$ cat src/rtl/regfile_pkg.sv
// Shared widths and arbiter state encoding for the register-file
// writeback arbiter.
package regfile_pkg;

    localparam int DATA_W_DEF = 32;
    localparam int ADDR_W_DEF = 5;
    localparam int CNT_W_DEF  = 8;

    localparam logic [0:0] LAST_A = 1'b0;
    localparam logic [0:0] LAST_B = 1'b1;

endpackage

$ cat src/rtl/regfile_fwd_mux.sv
// Write-to-read bypass for one read port; x0 is never forwarded.
module regfile_fwd_mux
    import regfile_pkg::*;
#(
    parameter int DATA_W = DATA_W_DEF,
    parameter int ADDR_W = ADDR_W_DEF,
    parameter bit FWD_EN = 1'b0
) (
    input  logic              writereg,
    input  logic [ADDR_W-1:0] rd,
    input  logic [ADDR_W-1:0] rs,
    input  logic [DATA_W-1:0] writedata,
    input  logic [DATA_W-1:0] readdata,
    output logic [DATA_W-1:0] fwd_data
);

    logic hit;

    assign hit = FWD_EN && writereg && (rd == rs) && (rs != '0);
    assign fwd_data = hit ? writedata : readdata;

endmodule

$ cat src/rtl/regfile_wb_arbiter.sv
// Two-requester writeback arbiter with alternating priority on conflict.
// Define REGFILE_WB_FWD_EN to bypass the pending write onto the read data.
module regfile_wb_arbiter
    import regfile_pkg::*;
#(
    parameter int DATA_W = DATA_W_DEF,
    parameter int ADDR_W = ADDR_W_DEF,
    parameter int CNT_W  = CNT_W_DEF
) (
    input  logic              clock,
    input  logic              reset,
    input  logic              a_valid,
    input  logic [ADDR_W-1:0] a_rd,
    input  logic [DATA_W-1:0] a_data,
    output logic              a_ready,
    input  logic              b_valid,
    input  logic [ADDR_W-1:0] b_rd,
    input  logic [DATA_W-1:0] b_data,
    output logic              b_ready,
    output logic              writereg,
    output logic [ADDR_W-1:0] rd,
    output logic [DATA_W-1:0] writedata,
    input  logic [ADDR_W-1:0] rs1,
    input  logic [ADDR_W-1:0] rs2,
    input  logic [DATA_W-1:0] readdata1,
    input  logic [DATA_W-1:0] readdata2,
    output logic [DATA_W-1:0] fwd_data1,
    output logic [DATA_W-1:0] fwd_data2,
    output logic [CNT_W-1:0]  conflict_cnt
);

`ifdef REGFILE_WB_FWD_EN
    localparam bit FWD_EN = 1'b1;
`else
    localparam bit FWD_EN = 1'b0;
`endif

    logic [0:0] state;
    logic       a_xfer;
    logic       b_xfer;

    // Reset gates the grants so nothing handshakes while held in reset.
    assign a_ready = reset & a_valid & (~b_valid | (state == LAST_B));
    assign b_ready = reset & b_valid & (~a_valid | (state == LAST_A));
    assign a_xfer  = a_valid & a_ready;
    assign b_xfer  = b_valid & b_ready;

    always_ff @(posedge clock or negedge reset) begin
        if (!reset) begin
            state     <= LAST_B;
            writereg  <= 1'b0;
            rd        <= '0;
            writedata <= '0;
        end else begin
            writereg <= 1'b0;
            if (a_xfer) begin
                state     <= LAST_A;
                writereg  <= (a_rd != '0);
                rd        <= a_rd;
                writedata <= a_data;
            end else if (b_xfer) begin
                state     <= LAST_B;
                writereg  <= (b_rd != '0);
                rd        <= b_rd;
                writedata <= b_data;
            end
        end
    end

    always_ff @(posedge clock or negedge reset) begin
        if (!reset) begin
            conflict_cnt <= '0;
        end else if (a_valid && b_valid && (conflict_cnt != '1)) begin
            conflict_cnt <= conflict_cnt + 1'b1;
        end
    end

    regfile_fwd_mux #(
        .DATA_W (DATA_W),
        .ADDR_W (ADDR_W),
        .FWD_EN (FWD_EN)
    ) u_fwd1 (
        .writereg  (writereg),
        .rd        (rd),
        .rs        (rs1),
        .writedata (writedata),
        .readdata  (readdata1),
        .fwd_data  (fwd_data1)
    );

    regfile_fwd_mux #(
        .DATA_W (DATA_W),
        .ADDR_W (ADDR_W),
        .FWD_EN (FWD_EN)
    ) u_fwd2 (
        .writereg  (writereg),
        .rd        (rd),
        .rs        (rs2),
        .writedata (writedata),
        .readdata  (readdata2),
        .fwd_data  (fwd_data2)
    );

endmodule
$ cat config.mk
export PLATFORM = sky130hd
export DESIGN_NAME = regfile_wb_arbiter
export DESIGN_NICKNAME = d
export VERILOG_FILES = /design/src/rtl/regfile_pkg.sv /design/src/rtl/regfile_fwd_mux.sv /design/src/rtl/regfile_wb_arbiter.sv
export SDC_FILE = /design/constraint.sdc
export NUM_CORES = 1
export LEC_CHECK = 0
export ABC_CLOCK_PERIOD_IN_PS = 2950
export CORE_AREA = 2 2 103 105
export DETAILED_ROUTE_END_ITERATION = 16
export DIE_AREA = 0 0 105 107
export PLACE_DENSITY = 0.77
export SLEW_MARGIN = 40
export SYNTH_ARGS = -nofsm -noshare
export SYNTH_HDL_FRONTEND = slang
export SYNTH_HIERARCHICAL = 1
export SYNTH_SLANG_ARGS = --single-unit
$ cat constraint.sdc
create_clock -name clock -period 2.95 [get_ports clock]
set_input_delay 0.59 -clock clock [delete_from_list [all_inputs] [get_ports clock]]
set_output_delay 0.59 -clock clock [all_outputs]
set_load 0.01 [all_outputs]
==> impl_metrics.tcl, run 1 <==
set metrics [dict create \
    timing.rr.end "writedata[9]" \
    row_count 37 \
    outcome "complete, no violations" \
    die-width_um 105 \
    setup_violations 0 \
    hpwl_um 5460 \
    crit_type "primary input to primary output" \
    startpoint_type "primary input" \
    htree_num_levels 2 \
    fin_crit_ns 2.64 \
    cts_resized 0 \
    syn-cell-area_sq_mm 0.00268 \
    tightest_slew_ns 0.661 \
    hold_viol_final 0 \
    areaGrowthSynthToFinish_pct 37.7 \
    clkTransAtPathRegs_ns 0.09 \
    rsz0062_at_grt "false" \
    ys_async_sr_fraction_pct 100 \
    hold_ws_ns 0.489 \
    yosysTopAreaCellShare_pct 43.0 \
    reg2reg_setup_slack_ns 1.05 \
    p_leak_uw 0.00148 \
    maxSlewViolCount 0 \
    cp-end-kind "primary output" \
    cts.sinks 47 \
    io_pins 264 \
    synth_cells 276 \
    syn_area_per_cell_sq_um 9.70 \
    die_height_um 107 \
    synthDistinctLibCells 29 \
    p_per_area_mw_per_mm2 506 \
    initial_core_util_pct 26.5 \
    crit_arrival_ns 2.05 \
    r2r_start "state" \
    numPortBuffers 125 \
    p_switching_uw 573 \
    p_int_uw 1290 \
    drt_iter0_markers 49 \
    drt.antenna.violating_nets 0 \
    grt_usage_pct 13.1 \
    grt_overflow 0 \
    power.share.switching_pct 30.7 \
    coreArea_sq_mm 0.0101 \
    grt_max_degree 50 \
    cts_tree "done" \
    cp_max_fo 5 \
    drc_errors 0 \
    drive_gt1_share_pct 5.60 \
    yosysMostFrequentCell "buf_4" \
    synth_top_flop_cell "dfrtp_1" \
    place_congestion 0.778 \
    cap_violations 0 \
    r2r_cells 5 \
    synth_nets 429 \
    finClkSkew_ns 0.00569 \
    ir_worst_vdd_v 0.000197 \
    post_cts_buffers 0 \
    synth_top_cell_by_area "dfrtp_1" \
    clockBufferDepth 2 \
    vias 2106 \
    finalCritPeriodShare_pct 89.4 \
    synth.top_cells.by_count "buf_4 (66), dfrtp_1 (46), nand2_1 (40), mux2i_1 (36), o21ai_1 (28)" \
    fmax_mhz 379 \
    wl_um 7250 \
    min_path_type "primary input to async pin" \
    slew_headroom_pct 55.9 \
    first_pass_iters 4 \
    p_seq_share_pct 45.3 \
    grt_pass1_vias 2186 \
    grt_pass1_wl_um 11600 \
    required_ns 2.36 \
    hold_buffers 0 \
    cts_buffers 5 \
    wl_per_cell_um 15.3 \
    insertion_delay_ns 0.30 \
    clockPowerShare_pct 21.2 \
    pwr-share-comb_pct 33.5 \
    antenna_found_initial 0 \
    yosysWarnings 6 \
    nNetsFinal 491 \
    tns_ns 0 \
    synth_area_leaders "dfrtp_1 (43%), buf_4 (19%), mux2i_1 (13%)" \
    diodes 0 \
    cts_root_buffer "clkbuf_8" \
    via_per_inst 4.43 \
    seq_area_frac_synth_pct 44.0 \
    die_area_sq_mm 0.0112 \
    yosys_register_bits 47 \
    synth-edff-count 0 \
]
-- worst max-delay path by stage --
stage | startpoint | endpoint | slack (ns) | depth (start not counted)
finish | a_valid | a_ready | 0.31 | 4
global route | a_valid | a_ready | 0.26 | 4
CTS | a_valid | a_ready | 0.28 | 4
detailed placement | a_valid | writedata[9] | 0.26 | 6
global placement | a_valid | a_ready | 0.33 | 4
floorplan | a_valid | a_ready | 1.24 | 4
-- metrics by stage --
stage	power (uW)	util, %	cells	cell area (sq um)	setup WS [ns]
after global placement	1470	35.7	467	3600	0.326
after global routing	1990	36.5	475	3690	0.258
final	1870	36.5	475	3690	0.312
after floorplan	1180	-	276	2680	1.24
after detailed placement	1490	35.7	467	3600	0.265
after CTS	1900	36.5	475	3690	0.281
-- placed cells by master, fill, tap and decap left out, types with 2 or more instances in the layout --
cell type        Yosys  layout
mux2i_1             36      36
clkbuf_8             0       5
o21ai_0             14      14
nor2_1               4       4
nand2_1             40      40
inv_1                3       3
and2_1               2       2
buf_4               66       5
nand4_1              3       3
dfrtp_1             46      46
o21ai_1             28      27
clkdlybuf4s50_1      0     124
a31oi_1              2       2
or4_1                2       2
mux2_2               2       2
a21oi_1              4       4
nand3_1              4       4
-- routing by layer --
layer / track usage (%) / wire [um] / vias to the layer above
met3: 4.74 / 639 / 26
met5: 0 / 0 / -
met4: 5.90 / 221 / 0
met2: 23.2 / 3690 / 117
met1: 13.9 / 2700 / 974
li1: - / - / 989
-- final cells by class --
cell class | instances | area [sq um]
fill | 1044 | 6410
timing repair buffer | 130 | 1280
sequential | 47 | 1180
multi-input combinational | 150 | 955
tap | 136 | 170
clock buffer | 6 | 72.6
inverter | 4 | 15.0
clock inverter | 2 | 12.5
-- flip-flops by register name, indices dropped and copies added (netlist names) --
name / flops
conflict_cnt: 8
writedata: 32
writereg: 1
rd: 5
state: 1
-- power groups by stage --
stage	Sequential [uW]	Combinational [uW]	Clock, uW
after floorplan	898	278	0
after global placement	851	617	0
after detailed placement	857	636	0
after CTS	845	637	421
after global routing	862	682	446
final	845	625	395
-- critical path: stages --
cell and delay (ns):
clkdlybuf4s50_1 0.60, nand2_1 0.14, a21oi_4 0.15, clkdlybuf4s50_1 0.57
-- kinds of logic after synthesis --
kind of cell | after synthesis | share of synthesized area (%)
xor gates and xnor gates | 2 | 0.655
and+or+nand+nor | 58 | 9.40
AOI/OAI and AO/OA | 50 | 9.72
adders and majority gates | 1 | 0.467
buffers and inverters | 79 | 21.0
muxes | 39 | 14.7
DFF | 47 | 44.0
No activity file was read; power rests on OpenSTA's default activity.
==> inputs of run 2 (changes only) <==
Settings changed: GPL_TIMING_DRIVEN set to 0.
==> run 2 against run 1 <==
Effect of this change:
- largest cell class unchanged
- non-clock buffer count up 136
- critical path depth rose by 2
- sequential power is essentially flat
- sequential share of layout area is 7.7 points lower
- final cell count increased by 29%
- clock skew up 0.0013 ns
==> impl_metrics.tcl, run 2 (synthesis results as in run 1) <==
set metrics [dict create \
    place_congestion 0.678 \
    die-width_um 105 \
    cts_buffers 5 \
    finClkSkew_ns 0.00695 \
    power.share.switching_pct 30.1 \
    nNetsFinal 627 \
    hold_viol_final 0 \
    cap_violations 0 \
    mostFrequentLayoutCell "clkdlybuf4s50_1" \
    die_area_sq_mm 0.0112 \
    crit_arrival_ns 2.28 \
    numPortBuffers 189 \
    initial_core_util_pct 26.5 \
    clockBufferDepth 2 \
    crit_type "primary input to primary output" \
    rsz0062_at_grt "false" \
    required_ns 2.36 \
    slew_headroom_pct 67.4 \
    antenna_found_initial 0 \
    outcome "complete, no violations" \
    cts_root_buffer "clkbuf_8" \
    p_seq_share_pct 40.6 \
    startpoint_type "primary input" \
    wl_um 8640 \
    first_pass_iters 4 \
    wl_per_cell_um 14.1 \
    fmax_mhz 349 \
    utilization_pct 48.2 \
    min_path_type "primary input to async pin" \
    die_height_um 107 \
    grt_usage_pct 14.6 \
    setup_violations 0 \
    clkTransAtPathRegs_ns 0.09 \
    cts.sinks 47 \
    p_int_uw 1450 \
    top_regs "writedata (32), conflict_cnt (8), rd (5)" \
    ir_worst_vdd_v 0.000195 \
    clockPowerShare_pct 20.1 \
    fill_cells 971 \
    setup_ws_ns 0.0835 \
    htree_num_levels 2 \
    drt_iter0_markers 57 \
    vias 2631 \
    final_cell_mix "clkdlybuf4s50_1 (188), buf_4 (67), dfrtp_1 (46)" \
    drt.antenna.violating_nets 0 \
    drc_errors 0 \
    insertion_delay_ns 0.30 \
    cp_max_fo 10 \
    io_pins 264 \
    diodes 0 \
    largest_register "writedata" \
    coreArea_sq_mm 0.0101 \
    cts_tree "done" \
    tightest_slew_ns 0.489 \
    power_uw 2080 \
    grt_overflow 0 \
    place_worst_setup_slack_ns -0.0542 \
    maxSlewViolCount 0 \
    finalCritPeriodShare_pct 97.2 \
    row_count 37 \
    fin_crit_ns 2.87 \
    grt_max_degree 33 \
    cp-end-kind "primary output" \
    grt_pass1_wl_um 13000 \
    p_switching_uw 626 \
    pwr-share-comb_pct 39.3 \
    hpwl_um 7170 \
    p_per_area_mw_per_mm2 427 \
    areaGrowthSynthToFinish_pct 81.7 \
    drive_gt1_share_pct 18.3 \
    p_leak_uw 0.00208 \
    via_per_inst 4.31 \
    grt_pass1_vias 2665 \
    hold_ws_ns 0.113 \
    largest_reg_flops 32 \
]
[run 2: metal layers]
layer / track usage (%) / vias to the layer above / wire length [um]
li1: - / 1261 / -
met1: 15.3 / 1220 / 3230
met2: 28.2 / 146 / 4670
met3: 4.19 / 4 / 664
met4: 3.81 / 0 / 69
met5: 0 / - / 0
[run 2: area by class of cell]
type	count	area, sq um	area share, %
Multi-Input combinational cell	150	940	19.3
Clock buffer	7	86.3	1.78
Clock inverter	1	5.00	0.103
Tap cell	136	170	3.50
Buffer	75	548	11.3
Inverter	4	15.0	0.309
Timing Repair Buffer	191	1920	39.5
Sequential cell	47	1180	24.2
[run 2: repair_timing]
action	CTS	global route
setup buffers	1	0
setup endpoints to repair	1	1
hold buffers	0	0
resized for setup	0	1
[run 2: worst paths after layout]
path	start	to	slack, ns	cells after the start
max reg2reg	conflict_cnt[0]	conflict_cnt[1]	1.32	4
min	reset	writedata[8]	0.11	1
min reg2reg	writedata[10]	writedata[10]	0.49	2
max in group asynchronous	reset	state	2.34	2
min in group clock	writedata[10]	writedata[10]	0.49	2
max	a_valid	a_ready	0.08	6
[run 2: critical path, stage by stage]
cell and delay (ns):
clkdlybuf4s50_1 0.57, nand2_1 0.09, a21oi_2 0.18, buf_6 0.13
buf_6 0.16, clkdlybuf4s50_1 0.56
[run 2: power by group through the flow]
stage / Clock (uW) / Sequential (uW) / Combinational, uW
2_1_floorplan: 0 / 898 / 278
3_3_place_gp: 0 / 851 / 804
3_5_place_dp: 0 / 859 / 826
4_1_cts: 434 / 846 / 830
5_1_grt: 463 / 863 / 880
6_report: 417 / 845 / 817
[run 2: through the flow]
step	instance area (sq um)	setup TNS, ns	instances
finish	4860	0	611
global route	4860	0	611
CTS	4860	0	611
detailed placement	4760	-0.0542	602
global placement	4740	-74.32	601
floorplan	2680	0	276
==> inputs of run 3 (changes only) <==
Settings changed: SLEW_MARGIN 40 to 20.
==> run 3 against run 2 <==
Effect of this change:
- global-route usage rose by 0.18 points
- first-iteration DRC count rose by 40%
- hold slack improved by 0.11 ns
- largest cell class unchanged
- highest routed layer unchanged
==> impl_metrics.tcl, run 3 (synthesis results as in run 1) <==
set metrics [dict create \
    areaGrowthSynthToFinish_pct 82.0 \
    tightest_slew_ns 0.815 \
    p_switching_uw 625 \
    initial_core_util_pct 26.5 \
    die-width_um 105 \
    fin_crit_ns 2.84 \
    crit_type "primary input to primary output" \
    seq_area_sq_mm 0.00118 \
    clockPowerShare_pct 23.3 \
    power.share.switching_pct 28.9 \
    die_area_sq_mm 0.0112 \
    grt_usage_pct 14.8 \
    hold_viol_final 0 \
    largest_reg_flops 32 \
    cts_root_buffer "clkbuf_8" \
    p_per_area_mw_per_mm2 443 \
    rsz0062_at_grt "false" \
    antenna_found_initial 0 \
    finalCritPeriodShare_pct 96.2 \
    mostFrequentLayoutCell "clkdlybuf4s50_1" \
    clockBufferDepth 2 \
    numPortBuffers 189 \
    outcome "complete, no violations" \
    largest_register "writedata" \
    grt_pass1_wl_um 13200 \
    crit_arrival_ns 2.25 \
    die_height_um 107 \
    fill_cells 953 \
    cp-end-kind "primary output" \
    cts_tree "done" \
    clkTransAtPathRegs_ns 0.09 \
    coreArea_sq_mm 0.0101 \
    hpwl_um 7070 \
    fmax_mhz 353 \
    grt_pass1_vias 2675 \
    required_ns 2.36 \
    slew_headroom_pct 45.3 \
    fin_cells 611 \
    p_seq_share_pct 39.0 \
    diodes 0 \
    htree_num_levels 2 \
    hold_ws_ns 0.225 \
    vias 2617 \
    insertion_delay_ns 0.30 \
    drc_errors 0 \
    grt_overflow 0 \
    nNetsFinal 627 \
    final_cell_mix "clkdlybuf4s50_1 (188), buf_4 (68), dfrtp_1 (46)" \
    drt.antenna.violating_nets 0 \
    drt_iter0_markers 80 \
    setup_violations 0 \
    multi_input_area_sq_um 936 \
    min_path_type "primary input to async pin" \
    r2r_start "conflict_cnt[0]" \
    setup_ws_ns 0.114 \
    io_pins 264 \
    row_count 37 \
    cts.sinks 47 \
    p_leak_uw 0.00208 \
    via_per_inst 4.28 \
    cap_violations 0 \
    drive_gt1_share_pct 18.3 \
    place_congestion 0.678 \
    startpoint_type "primary input" \
    utilization_pct 48.3 \
    cp_max_fo 10 \
    maxSlewViolCount 0 \
    dp.cells 601 \
    cts_buffers 5 \
    top_regs "writedata (32), conflict_cnt (8), rd (5)" \
    grt_max_degree 53 \
    pwr-share-comb_pct 37.7 \
    ir_worst_vdd_v 0.000256 \
    startpoint "a_valid" \
    wl_um 8590 \
    p_int_uw 1530 \
    place_worst_setup_slack_ns -0.135 \
    power_uw 2160 \
    wl_per_cell_um 14.1 \
    hold_buffers 0 \
    finClkSkew_ns 0.00309 \
    first_pass_iters 4 \
]
## run 3: cell count changes in the layout (fill, tap and decap cells not counted), sizes merged
cell	previous run	this run
bufinv	0	1
clkbuf	11	10
## run 3: final timing paths
path,endpoint,slack (ns),depth (start not counted)
max in group asynchronous,state,2.37,1
min in group clock,rd[4],0.49,2
hold reg to reg,rd[4],0.49,2
setup reg to reg,conflict_cnt[1],1.32,4
setup / recovery,a_ready,0.11,6
hold / removal,writedata[10],0.23,1
## run 3: metal layers
| metal | routed length [um] | global-route usage, % | up-vias | share of wire [%] |
|---|---|---|---|---|
| met4 | 79 | 3.43 | 0 | 0.92 |
| met2 | 4630 | 29.2 | 137 | 54 |
| met5 | 0 | 0 | - | 0 |
| met3 | 645 | 3.95 | 5 | 7.5 |
| li1 | - | - | 1261 | - |
| met1 | 3230 | 15.4 | 1214 | 38 |
## run 3: critical path, cell delays in order
cell and delay, ns:
clkdlybuf4s50_1 0.56, nand2_1 0.09, a21oi_2 0.17, buf_6 0.12
buf_6 0.16, clkdlybuf4s50_1 0.56
## run 3: power by group through the flow
stage                     Sequential (uW)  Clock [uW]  Combinational, uW
after floorplan                       898           0                278
after global placement                851           0                804
after detailed placement              859           0                822
after CTS                             846         521                826
after global routing                  863         545                876
final                                 843         503                814
## run 3: layout make-up
class                           count  share of cell area (%)
Timing Repair Buffer              191                    39.2
Sequential cell                    47                    24.2
Multi-Input combinational cell    150                    19.2
Buffer                             75                    11.2
Tap cell                          136                    3.49
Clock buffer                        6                    1.69
Clock inverter                      2                   0.719
Inverter                            4                   0.308
## run 3: through the flow
| step | TNS [ns] | area [sq um] |
|---|---|---|
| 2_1_floorplan | 0 | 2680 |
| 3_3_place_gp | -74.32 | 4740 |
| 3_5_place_dp | -0.135 | 4740 |
| 4_1_cts | 0 | 4860 |
| 5_1_grt | 0 | 4870 |
| 6_report | 0 | 4870 |
## run 3: what timing repair did
item	CTS	global route
resized for setup	1	0
endpoints found under the setup margin	1	1
pin swaps	0	0
setup buffers	1	1
